## src/rtl/misaligned_lsu_pkg.sv

```systemverilog
// Shared types and constants for the misaligned load/store sequencer.
//   state_t     : sequencer FSM states
//   size_t      : access size class decoded from Funct3
//   F3_*        : Funct3 encodings for loads/stores
//   last_index  : index of the final byte of a split access
package lsu_pkg;

  typedef enum logic {
    IDLE,
    SPLIT
  } state_t;

  typedef enum logic [1:0] {
    SZ_BYTE,
    SZ_HALF,
    SZ_WORD,
    SZ_PASS   // 011/110/111: forwarded untouched, never split
  } size_t;

  localparam logic [2:0] F3_LB  = 3'b000;
  localparam logic [2:0] F3_LH  = 3'b001;
  localparam logic [2:0] F3_LW  = 3'b010;
  localparam logic [2:0] F3_LBU = 3'b100;
  localparam logic [2:0] F3_LHU = 3'b101;
  localparam logic [2:0] F3_SB  = 3'b000;
  localparam logic [2:0] F3_SH  = 3'b001;
  localparam logic [2:0] F3_SW  = 3'b010;

  function automatic logic [1:0] last_index(input size_t s);
    return (s == SZ_HALF) ? 2'd1 : 2'd3;
  endfunction

endpackage

```

## src/rtl/misaligned_lsu_if.sv

```systemverilog
// Bus bundle between the MEM-stage pipeline, the sequencer and data memory.
//   master : pipeline/memory environment (drives request fields and dm_rd)
//   slave  : the sequencer (drives dm_* strobes, stall and load result)
interface misaligned_lsu_if #(
  parameter int DM_ADDRESS = 9,
  parameter int DATA_W     = 32
);
  logic                  req_valid;
  logic                  MemRead;
  logic                  MemWrite;
  logic [2:0]            Funct3;
  logic [DM_ADDRESS-1:0] addr;
  logic [DATA_W-1:0]     wdata;
  logic [DATA_W-1:0]     dm_rd;
  logic                  dm_MemRead;
  logic                  dm_MemWrite;
  logic [DM_ADDRESS-1:0] dm_a;
  logic [DATA_W-1:0]     dm_wd;
  logic [2:0]            dm_Funct3;
  logic                  stall;
  logic                  ld_valid;
  logic [DATA_W-1:0]     ld_data;

  modport master (
    output req_valid, MemRead, MemWrite, Funct3, addr, wdata, dm_rd,
    input  dm_MemRead, dm_MemWrite, dm_a, dm_wd, dm_Funct3, stall, ld_valid, ld_data
  );

  modport slave (
    input  req_valid, MemRead, MemWrite, Funct3, addr, wdata, dm_rd,
    output dm_MemRead, dm_MemWrite, dm_a, dm_wd, dm_Funct3, stall, ld_valid, ld_data
  );
endinterface

```

## src/rtl/misaligned_lsu_align_check.sv

```systemverilog
// Combinational size/alignment decode of a load/store.
//   funct3      : instruction bits 14:12
//   addr_lo     : byte address bits 1:0
//   size        : byte/half/word or pass-through class
//   misaligned  : halfword on odd address, or word not on a 4-byte boundary
//   is_unsigned : LBU/LHU style zero extension
module lsu_align_check
  import lsu_pkg::*;
(
  input  logic [2:0] funct3,
  input  logic [1:0] addr_lo,
  output size_t      size,
  output logic       misaligned,
  output logic       is_unsigned
);

  always_comb begin
    size        = SZ_PASS;
    misaligned  = 1'b0;
    is_unsigned = funct3[2];
    unique case (funct3)
      3'b000, 3'b100: size = SZ_BYTE;
      3'b001, 3'b101: begin
        size       = SZ_HALF;
        misaligned = addr_lo[0];
      end
      3'b010: begin
        size       = SZ_WORD;
        misaligned = |addr_lo;
      end
      default: ;
    endcase
  end

endmodule

```

## src/rtl/misaligned_lsu.sv

```systemverilog
// MEM-stage load/store sequencer.
// Aligned accesses pass straight to data memory in one cycle; misaligned
// halfword/word accesses are split into LBU/SB byte accesses while the
// pipeline is stalled. Aligned LHU is performed as LW plus local extraction.
//   clk, reset : clock, asynchronous active-high reset
//   bus.slave  : request fields in, data-memory strobes/address/data out,
//                stall and load result (ld_valid/ld_data) out
module misaligned_lsu
  import lsu_pkg::*;
#(
  parameter int DM_ADDRESS = 9,
  parameter int DATA_W     = 32
) (
  input  logic           clk,
  input  logic           reset,
  misaligned_lsu_if.slave bus
);

  state_t                state_q, state_d;
  logic [1:0]            cnt_q, cnt_d;
  size_t                 size_q;
  logic                  uns_q;
  logic                  read_q;
  logic [DM_ADDRESS-1:0] addr_q;
  logic [DATA_W-1:0]     wdata_q;
  logic [23:0]           cap_q;

  size_t                 size;
  logic                  misal;
  logic                  is_uns;
  logic                  req;
  logic                  accept;
  logic                  last;
  logic [15:0]           hval;

  logic                  dm_rd_c, dm_wr_c;
  logic [DM_ADDRESS-1:0] dm_a_c;
  logic [DATA_W-1:0]     dm_wd_c;
  logic [2:0]            dm_f3_c;
  logic                  stall_c, ldv_c;
  logic [DATA_W-1:0]     ldd_c;

  lsu_align_check u_align_check (
    .funct3      (bus.Funct3),
    .addr_lo     (bus.addr[1:0]),
    .size        (size),
    .misaligned  (misal),
    .is_unsigned (is_uns)
  );

  assign req    = bus.req_valid & (bus.MemRead | bus.MemWrite);
  assign accept = (state_q == IDLE) & req & misal;
  assign last   = (state_q == SPLIT) & (cnt_q == last_index(size_q));
  assign hval   = {bus.dm_rd[7:0], cap_q[7:0]};

  always_ff @(posedge clk or posedge reset) begin
    if (reset) begin
      state_q <= IDLE;
      cnt_q   <= '0;
      size_q  <= SZ_BYTE;
      uns_q   <= 1'b0;
      read_q  <= 1'b0;
      addr_q  <= '0;
      wdata_q <= '0;
      cap_q   <= '0;
    end else begin
      state_q <= state_d;
      cnt_q   <= cnt_d;
      if (accept) begin
        size_q  <= size;
        uns_q   <= is_uns;
        read_q  <= bus.MemRead;
        addr_q  <= bus.addr;
        wdata_q <= bus.wdata;
        if (bus.MemRead) cap_q[7:0] <= bus.dm_rd[7:0];
      end else if ((state_q == SPLIT) && read_q && !last) begin
        // Final byte is never buffered; it is merged straight from dm_rd.
        unique case (cnt_q)
          2'd1:    cap_q[15:8]  <= bus.dm_rd[7:0];
          2'd2:    cap_q[23:16] <= bus.dm_rd[7:0];
          default: ;
        endcase
      end
    end
  end

  always_comb begin
    state_d = state_q;
    cnt_d   = cnt_q;
    dm_rd_c = 1'b0;
    dm_wr_c = 1'b0;
    dm_a_c  = bus.addr;
    dm_wd_c = bus.wdata;
    dm_f3_c = bus.Funct3;
    stall_c = 1'b0;
    ldv_c   = 1'b0;
    ldd_c   = '0;

    unique case (state_q)
      IDLE: begin
        if (req) begin
          if (misal) begin
            dm_rd_c      = bus.MemRead;
            dm_wr_c      = ~bus.MemRead;
            dm_f3_c      = bus.MemRead ? F3_LBU : F3_SB;
            dm_wd_c      = '0;
            dm_wd_c[7:0] = bus.wdata[7:0];
            stall_c      = 1'b1;
            state_d      = SPLIT;
            cnt_d        = 2'd1;
          end else begin
            dm_rd_c = bus.MemRead;
            dm_wr_c = bus.MemWrite & ~bus.MemRead;
            if (bus.MemRead) begin
              ldv_c = 1'b1;
              ldd_c = bus.dm_rd;
              // LHU is served as a word read; the halfword is picked here.
              if (bus.Funct3 == F3_LHU) begin
                dm_f3_c = F3_LW;
                ldd_c   = {16'b0, bus.addr[1] ? bus.dm_rd[31:16] : bus.dm_rd[15:0]};
              end
            end
          end
        end
      end
      SPLIT: begin
        dm_a_c       = addr_q + {{(DM_ADDRESS-2){1'b0}}, cnt_q};
        dm_rd_c      = read_q;
        dm_wr_c      = ~read_q;
        dm_f3_c      = read_q ? F3_LBU : F3_SB;
        dm_wd_c      = '0;
        dm_wd_c[7:0] = wdata_q[{cnt_q, 3'b000} +: 8];
        if (last) begin
          state_d = IDLE;
          cnt_d   = '0;
          if (read_q) begin
            ldv_c = 1'b1;
            if (size_q == SZ_HALF)
              ldd_c = uns_q ? {16'b0, hval} : {{16{hval[15]}}, hval};
            else
              ldd_c = {bus.dm_rd[7:0], cap_q};
          end
        end else begin
          stall_c = 1'b1;
          cnt_d   = cnt_q + 2'd1;
        end
      end
      default: state_d = IDLE;
    endcase

    if (reset) begin
      dm_rd_c = 1'b0;
      dm_wr_c = 1'b0;
      stall_c = 1'b0;
      ldv_c   = 1'b0;
      ldd_c   = '0;
    end
  end

  assign bus.dm_MemRead  = dm_rd_c;
  assign bus.dm_MemWrite = dm_wr_c;
  assign bus.dm_a        = dm_a_c;
  assign bus.dm_wd       = dm_wd_c;
  assign bus.dm_Funct3   = dm_f3_c;
  assign bus.stall       = stall_c;
  assign bus.ld_valid    = ldv_c;
  assign bus.ld_data     = ldd_c;

endmodule

```

## src/flat_wrapper.sv

```systemverilog
// flat-port wrapper written by rule: the top's interface ports become plain ports
module misaligned_lsu_flat import lsu_pkg::*;
#(
  parameter int DM_ADDRESS = 9,
  parameter int DATA_W     = 32
)
  (clk, reset, bus_req_valid, bus_MemRead, bus_MemWrite, bus_Funct3, bus_addr, bus_wdata, bus_dm_rd, bus_dm_MemRead, bus_dm_MemWrite, bus_dm_a, bus_dm_wd, bus_dm_Funct3, bus_stall, bus_ld_valid, bus_ld_data);
  misaligned_lsu_if #(.DM_ADDRESS(DM_ADDRESS), .DATA_W(DATA_W)) bus_i ();
  input  logic clk;
  input  logic reset;
  input wire logic [$bits(bus_i.req_valid)-1:0] bus_req_valid;
  input wire logic [$bits(bus_i.MemRead)-1:0] bus_MemRead;
  input wire logic [$bits(bus_i.MemWrite)-1:0] bus_MemWrite;
  input wire logic [$bits(bus_i.Funct3)-1:0] bus_Funct3;
  input wire logic [$bits(bus_i.addr)-1:0] bus_addr;
  input wire logic [$bits(bus_i.wdata)-1:0] bus_wdata;
  input wire logic [$bits(bus_i.dm_rd)-1:0] bus_dm_rd;
  output wire logic [$bits(bus_i.dm_MemRead)-1:0] bus_dm_MemRead;
  output wire logic [$bits(bus_i.dm_MemWrite)-1:0] bus_dm_MemWrite;
  output wire logic [$bits(bus_i.dm_a)-1:0] bus_dm_a;
  output wire logic [$bits(bus_i.dm_wd)-1:0] bus_dm_wd;
  output wire logic [$bits(bus_i.dm_Funct3)-1:0] bus_dm_Funct3;
  output wire logic [$bits(bus_i.stall)-1:0] bus_stall;
  output wire logic [$bits(bus_i.ld_valid)-1:0] bus_ld_valid;
  output wire logic [$bits(bus_i.ld_data)-1:0] bus_ld_data;
  assign bus_i.req_valid = bus_req_valid;
  assign bus_i.MemRead = bus_MemRead;
  assign bus_i.MemWrite = bus_MemWrite;
  assign bus_i.Funct3 = bus_Funct3;
  assign bus_i.addr = bus_addr;
  assign bus_i.wdata = bus_wdata;
  assign bus_i.dm_rd = bus_dm_rd;
  assign bus_dm_MemRead = bus_i.dm_MemRead;
  assign bus_dm_MemWrite = bus_i.dm_MemWrite;
  assign bus_dm_a = bus_i.dm_a;
  assign bus_dm_wd = bus_i.dm_wd;
  assign bus_dm_Funct3 = bus_i.dm_Funct3;
  assign bus_stall = bus_i.stall;
  assign bus_ld_valid = bus_i.ld_valid;
  assign bus_ld_data = bus_i.ld_data;
  misaligned_lsu #(.DM_ADDRESS(DM_ADDRESS), .DATA_W(DATA_W)) u_core (.clk(clk), .reset(reset), .bus(bus_i));
endmodule
```

## config.mk

```make
export PLATFORM = sky130hd
export DESIGN_NAME = misaligned_lsu_flat
export DESIGN_NICKNAME = d
export VERILOG_FILES = /design/src/rtl/misaligned_lsu_pkg.sv /design/src/rtl/misaligned_lsu_if.sv /design/src/rtl/misaligned_lsu_align_check.sv /design/src/rtl/misaligned_lsu.sv /design/src/flat_wrapper.sv
export SDC_FILE = /design/constraint.sdc
export NUM_CORES = 1
export LEC_CHECK = 0
export BUFFER_PORTS_ARGS = -buffer_cell sky130_fd_sc_hd__buf_2
export CORE_UTILIZATION = 25
export CTS_CLUSTER_SIZE = 30
export DETAILED_ROUTE_END_ITERATION = 8
export GPL_ROUTABILITY_DRIVEN = 0
export PLACE_DENSITY_LB_ADDON = 0.1
export SYNTH_ARGS = -nofsm -noshare
export SYNTH_HDL_FRONTEND = slang
export SYNTH_SLANG_ARGS = --single-unit
```

## constraint.sdc

```tcl
create_clock -name clk -period 4.6 [get_ports clk]
set_clock_uncertainty 0.05 [all_clocks]
set_input_delay 0.23 -clock clk [delete_from_list [all_inputs] [get_ports clk]]
set_output_delay 0.23 -clock clk [all_outputs]
set_load 0.1 [all_outputs]
```

==> impl_metrics.py, run 1 <==
metrics = {
    "critical_path": {
        "critical_path_class": "flop to output port",
        "timing.rr.start": "u_core.state_q",
        "path_delay_family": "flip-flops",
        "cp_slowest_stage_delay_ps": 720,
        "r2r_slack_ps": 2400,
        "crit_chain": "inv_2, fa_1, nor2b_1, nand2_1, or3_1, a31oi_1, buf_2",
        "cp_max_fo": 12,
        "worstPathArrival_ps": 2990,
        "worstPathRequired_ps": 4320,
        "r2r-end": "u_core.cap_q[21]",
        "critPathLaunchType": "flop",
        "cp_slowest_cell": "dfrtp_1",
        "cp-end-kind": "output port",
        "reg2reg_depth": 4,
        "critPathBufInv": 2,
    },
    "clock_tree": {
        "insertion_delay_ps": 340,
        "clk_pin_slew_ps": 50,
        "cts_resized": 0,
        "cts_setup_buffers": 0,
        "cts.path.max_buffers": 2,
        "cts-root-buf": "clkbuf_16",
        "clkSinkCount": 72,
        "cts_tree": "yes",
        "cts_buffers": 9,
        "h-tree-depth": 3,
        "cts_hold_buf": 0,
    },
    "floorplanning": {
        "die_w_um": 139,
        "num_rows": 49,
        "die_y_um": 139,
        "io_pins": 161,
        "coreArea_mm2": 0.0182,
        "start_util_pct": 25.9,
        "dieArea_mm2": 0.0194,
    },
    "route": {
        "drc_errors": 0,
        "viasPerCell": 4.80,
        "drtIter0Drc": 100,
        "wl_per_cell_um": 17.1,
        "dr_total_vias": 3792,
        "ant_nets": 0,
        "routed_wl_um": 13500,
        "drt_pass1_iterations": 4,
    },
    "place": {
        "io_buffers": 160,
        "dpl.hpwl_um": 9650,
        "post-place-ws_ps": 1670,
        "placedCellCount": 774,
    },
    "grt": {
        "grt_antenna_before_repair": 0,
        "grt_pass1_vias": 3834,
        "grt_usage_pct": 14.5,
        "grt_pass1_wl_um": 21600,
        "grt_max_degree": 60,
        "grt_remaining_overflow": 0,
    },
    "logic_synthesis": {
        "synth_nets": 498,
        "synth_common_cells": "mux2_2 (93), dfrtp_1 (72), mux2i_1 (27)",
        "avgSynthCellArea_um2": 11.5,
        "yosys.area.top_type": "dfrtp_1",
        "synth_top_area_share_pct": 38.2,
        "yosys.cell_count.top_type": "mux2_2",
        "synth_area_mm2": 0.00472,
        "synthDistinctLibCells": 54,
        "ys_async_sr_fraction_pct": 100,
        "syn-instance-count": 412,
        "synth_edf_count": 0,
        "synthFlopType": "dfrtp_1",
        "ys_top_cells_by_area": "dfrtp_1 (38%), mux2_2 (22%), mux2i_1 (5.7%)",
        "synth_seq_cells": 72,
        "synth-warning-count": 0,
        "seq_area_frac_synth_pct": 38.2,
    },
    "run": {
        "maxCapViolCount": 0,
    },
    "timing": {
        "rsz0062_at_grt": "no",
        "layout_min_cycle_time_ps": 3270,
        "min_period_over_period_pct": 71.0,
        "finalHoldViolCount": 0,
        "maxSlewHeadroom_pct": 38.2,
        "worst_pin_slew_ps": 924,
        "max_freq_mhz": 306,
        "drv_slew": 0,
        "setup_viol_count_final": 0,
        "worst_slack_ps": 1330,
        "tns_ps": 0,
    },
    "min_path": {
        "hold_path.class": "primary input to asynchronous set/reset pin",
    },
    "layout": {
        "diodes": 0,
        "syn2layout_area_growth_pct": 26.2,
        "drive_above_1_share_pct": 53.7,
        "final_cells": 790,
        "nFillCells": 1873,
        "seq_area_mm2": 0.00180,
        "nets": 642,
        "multiInputGateArea_mm2": 0.00268,
    },
    "outcome": {
        "status": "finished, final reports clean",
    },
}
==> metal layers <==
layer	global-route usage, %	share of wire [%]
met4	4.62	1.1
met1	18.8	46
met2	23.4	47
met5	0	0
met3	3.89	5.5
==> sequential cells by signal, summed over array words and instances (netlist names) <==
| name | flops |
|---|---|
| u_core.cap_q | 24 |
| u_core.wdata_q | 32 |
| u_core.cnt_q | 2 |
| u_core.size_q | 2 |
| u_core.read_q | 1 |
| u_core.state_q | 1 |
| u_core.uns_q | 1 |
| u_core.addr_q | 9 |
==> through the flow <==
stage / area, um2 / utilization (%) / hold slack, ps
floorplan: 4720 / - / 327
global placement: 5650 / 31.0 / 377
detailed placement: 5650 / 31.0 / 376
CTS: 5950 / 32.7 / 7.43
global route: 5950 / 32.7 / 36.5
finish: 5950 / 32.7 / 13.3
==> layout by cell type (no fill, tap or decap), types with 2 or more instances in the layout <==
cell type / instances
mux2i_1: 27
or3_1: 2
clkbuf_16: 9
ha_1: 4
a21oi_4: 2
buf_4: 6
inv_1: 8
a211oi_1: 17
nor2b_1: 3
o21ai_0: 16
and2_1: 24
mux4_2: 8
nand3b_1: 3
xnor2_1: 3
mux2_2: 93
a21oi_1: 22
dfrtp_1: 71
clkbuf_8: 5
xor2_1: 4
nand2_1: 6
nand3_1: 17
nand4_1: 5
o21a_1: 2
a31oi_1: 2
nor2_1: 11
buf_2: 160
==> layout make-up <==
class                      instances  area share (%)
tap                              229            4.81
multi-input combinational        297            44.9
clock buffer                      15            5.00
inverter                          10           0.651
sequential                        72            30.3
timing repair buffer             166            14.2
clock inverter                     1           0.126
==> worst max path at each step <==
stage,startpoint,end,depth (start not counted)
finish,u_core.cnt_q[1],bus_dm_a[8],7
global route,u_core.cnt_q[1],bus_dm_a[8],7
CTS,u_core.cnt_q[1],bus_dm_a[8],7
detailed placement,u_core.cnt_q[1],bus_dm_a[8],7
global placement,u_core.cnt_q[1],bus_dm_a[8],7
floorplan,reset,bus_ld_data[22],4
==> cells by family after synthesis <==
logic type | after synthesis | share of synthesized area (%)
AO/OA/AOI/OAI | 74 | 10.9
XOR/XNOR | 8 | 1.88
flip-flops | 72 | 38.2
multiplexers | 128 | 31.7
AND/OR/NAND/NOR | 82 | 10.5
buffers and inverters | 43 | 5.28
adder cells (fa/ha/maj) | 5 | 1.48
Power of run 1 is not shown: default switching activity piles up to over one toggle a cycle in this logic, so the estimate is an artifact.
==> run 2: changes to the inputs <==
- ABC_AREA: unset -> 1
- clock period: 4.6 -> 2.7 ns (I/O delays scaled with it)
==> run 2 against run 1 <==
Critical path depth increased by 3. Die area is 2.8% lower. Setup slack worse by 1100 ps. Sequential cell count is the same. Cell count is 38% higher. Cell area increased by 24%. Core utilization increased by 8.3 points. Routed wire length grew 18%. Critical endpoint is now bus_ld_data[20].
==> impl_metrics.py, run 2 <==
metrics = {
    "floorplanning": {
        "start_util_pct": 25.5,
        "coreArea_mm2": 0.0180,
        "dieArea_mm2": 0.0189,
        "io_pins": 161,
        "die_w_um": 137,
        "die_y_um": 137,
        "num_rows": 49,
    },
    "critical_path": {
        "cp_slowest_stage_delay_ps": 340,
        "critical_path_class": "flop to output port",
        "critPathLaunchType": "flop",
        "r2r-end": "u_core.wdata_q[16]",
        "reg2reg_depth": 6,
        "crit_chain": "buf_4, nand2_1, inv_1, nand4_1, nand2_1, nand2_1, inv_1, nand2_1, inv_1, buf_12",
        "cp-end-kind": "output port",
        "cpMostUsedCell": "nand2_1",
        "cp_max_fo": 31,
        "r2r_slack_ps": 590,
        "cp_slowest_cell": "dfrtp_1",
        "worstPathArrival_ps": 2260,
        "worstPathRequired_ps": 2520,
        "timing.rr.start": "u_core.state_q",
    },
    "layout": {
        "largest_register_ffs": 32,
        "syn2layout_area_growth_pct": 60.7,
        "reg.largest.list": "u_core.wdata_q: 32 flops, u_core.cap_q: 24 flops, u_core.addr_q: 9 flops",
        "final_area_mm2": 0.00737,
        "largest_register": "u_core.wdata_q",
        "drive_above_1_share_pct": 27.0,
        "final_cell_mix": "nand2_1 (196), o21ai_0 (93), buf_2 (92)",
        "final_common_cell": "nand2_1",
        "nets": 941,
        "nFillCells": 1880,
        "final_util_pct": 41.0,
    },
    "logic_synthesis": {
        "ys_async_sr_fraction_pct": 100,
        "synth_top_area_share_pct": 39.3,
        "avgSynthCellArea_um2": 6.77,
        "synthFlopType": "dfrtp_1",
        "synth-warning-count": 0,
        "syn-instance-count": 677,
        "ys_top_cells_by_area": "dfrtp_1 (39%), nand2_1 (16%), o21ai_0 (11%)",
        "synth_area_mm2": 0.00458,
        "synthDistinctLibCells": 31,
        "synth_seq_cells": 72,
        "seq_area_frac_synth_pct": 39.3,
        "synth_nets": 763,
        "synth_common_cells": "nand2_1 (196), o21ai_0 (98), inv_1 (85)",
        "yosys.cell_count.top_type": "nand2_1",
        "yosys.area.top_type": "dfrtp_1",
        "synth_edf_count": 0,
    },
    "grt": {
        "grt_pass1_vias": 4783,
        "grt_pass1_wl_um": 25000,
        "grt_remaining_overflow": 0,
        "grt_usage_pct": 17.5,
        "grt_antenna_before_repair": 4,
        "grt_max_degree": 49,
    },
    "min_path": {
        "min_to": "u_core.wdata_q[21]",
        "hold_path.class": "primary input to flop",
        "min-delay-start": "bus_wdata[21]",
        "hold_depth": 3,
    },
    "route": {
        "drc_errors": 0,
        "dr_total_vias": 4914,
        "routed_wl_um": 16000,
        "viasPerCell": 4.50,
        "drt_pass1_iterations": 4,
        "wl_per_cell_um": 14.6,
        "drtIter0Drc": 340,
        "ant_nets": 0,
    },
    "run": {
        "maxCapViolCount": 0,
    },
    "clock_tree": {
        "cts_tree": "yes",
        "cts.path.max_buffers": 2,
        "clkSinkCount": 72,
        "cts_setup_buffers": 0,
        "cts_buffers": 9,
        "h-tree-depth": 3,
        "clk_pin_slew_ps": 60,
        "cts-root-buf": "clkbuf_16",
        "insertion_delay_ps": 340,
    },
    "timing": {
        "finalHoldViolCount": 0,
        "rsz0062_at_grt": "no",
        "min_period_over_period_pct": 90.6,
        "worst_pin_slew_ps": 649,
        "setup_viol_count_final": 0,
        "drv_slew": 0,
        "layout_min_cycle_time_ps": 2450,
        "maxSlewHeadroom_pct": 56.7,
        "max_freq_mhz": 409,
        "fin_hold_ws_ps": 4.46,
    },
    "power_and_ir_drop": {
        "power.density_mw_per_mm2": 1350,
        "vdd_drop_max_mv": 0.827,
        "power_frac_seq_pct": 19.1,
        "power.internal_w": 0.00446,
        "switchingPower_w": 0.00549,
        "p_leak_nw": 3.65,
        "p_total_w": 0.00994,
        "power.share.combinational_pct": 67.7,
        "sw_frac_of_total_pct": 55.2,
        "pwr-share-clk_pct": 13.2,
    },
    "place": {
        "dpl.hpwl_um": 12400,
        "placed_area_mm2": 0.00673,
        "io_buffers": 160,
    },
    "outcome": {
        "status": "finished, final reports clean",
    },
}
[run 2: cell type report]
type / instances / area [um2] / area share, %
multi-input cells: 481 / 2380 / 32.4
repair buffers: 203 / 2220 / 30.1
flip-flops and latches: 72 / 1800 / 24.5
inverters: 88 / 334 / 4.53
well taps: 229 / 287 / 3.89
clock buffers: 10 / 239 / 3.24
clock inverters: 6 / 90.1 / 1.22
diodes: 4 / 10.0 / 0.136
[run 2: repair_timing]
action	4_1_cts	5_1_grt
hold buffers	30	0
resized for setup	0	1
setup endpoints to repair	0	1
endpoints found under the hold margin	37	0
[run 2: power by group through the flow]
stage	sequential, W	clock (W)	combinational (W)
finish	0.00190	0.00131	0.00673
detailed placement	0.00192	0	0.00676
floorplan	0.00183	0	0.00472
CTS	0.00190	0.00134	0.00680
global placement	0.00191	0	0.00670
global route	0.00197	0.00138	0.00716
[run 2: routing by layer]
metal	track usage, %	routed length (um)
met5	0	10
met4	4.95	154
met3	4.49	794
met2	27.5	7610
met1	23.7	7440
[run 2: metrics by stage]
| step | setup slack (ps) | setup TNS, ps | std cells |
|---|---|---|---|
| 6_report | 253 | 0 | 1093 |
| 4_1_cts | 149 | 0 | 1089 |
| 2_1_floorplan | -96.2 | -96.2 | 677 |
| 3_5_place_dp | 531 | 0 | 1043 |
| 3_3_place_gp | 571 | 0 | 1043 |
| 5_1_grt | 18.4 | 0 | 1091 |
[run 2: worst max-delay path by stage]
| stage | startpoint | slack (ps) | endpoint | cells after the start |
|---|---|---|---|---|
| finish | u_core.cnt_q[0] | 250 | bus_ld_data[20] | 10 |
| detailed placement | u_core.addr_q[0] | 530 | bus_dm_a[6] | 10 |
| floorplan | reset | -100 | bus_ld_data[31] | 3 |
| CTS | u_core.addr_q[0] | 150 | bus_dm_a[6] | 10 |
| global route | u_core.cnt_q[0] | 20 | bus_ld_data[20] | 10 |
| global placement | u_core.addr_q[0] | 570 | bus_dm_a[6] | 10 |
[run 2: worst max-delay path, delay by kind of cell, from the launching register on]
kind,cells,cell delay (ps)
simple gates,5,540
buf+inv,5,1040
flops,1,340
[run 2: cells by family after synthesis]
family          Yosys count  share of synthesized area [%]
compound gates          148                           16.9
xor+xnor                  2                          0.382
fa+ha+maj                 5                           1.53
buf+inv                 124                           11.0
flops                    72                           39.3
mux                       8                           1.75
simple gates            318                           29.1
Power figures use the tool's default switching activity.
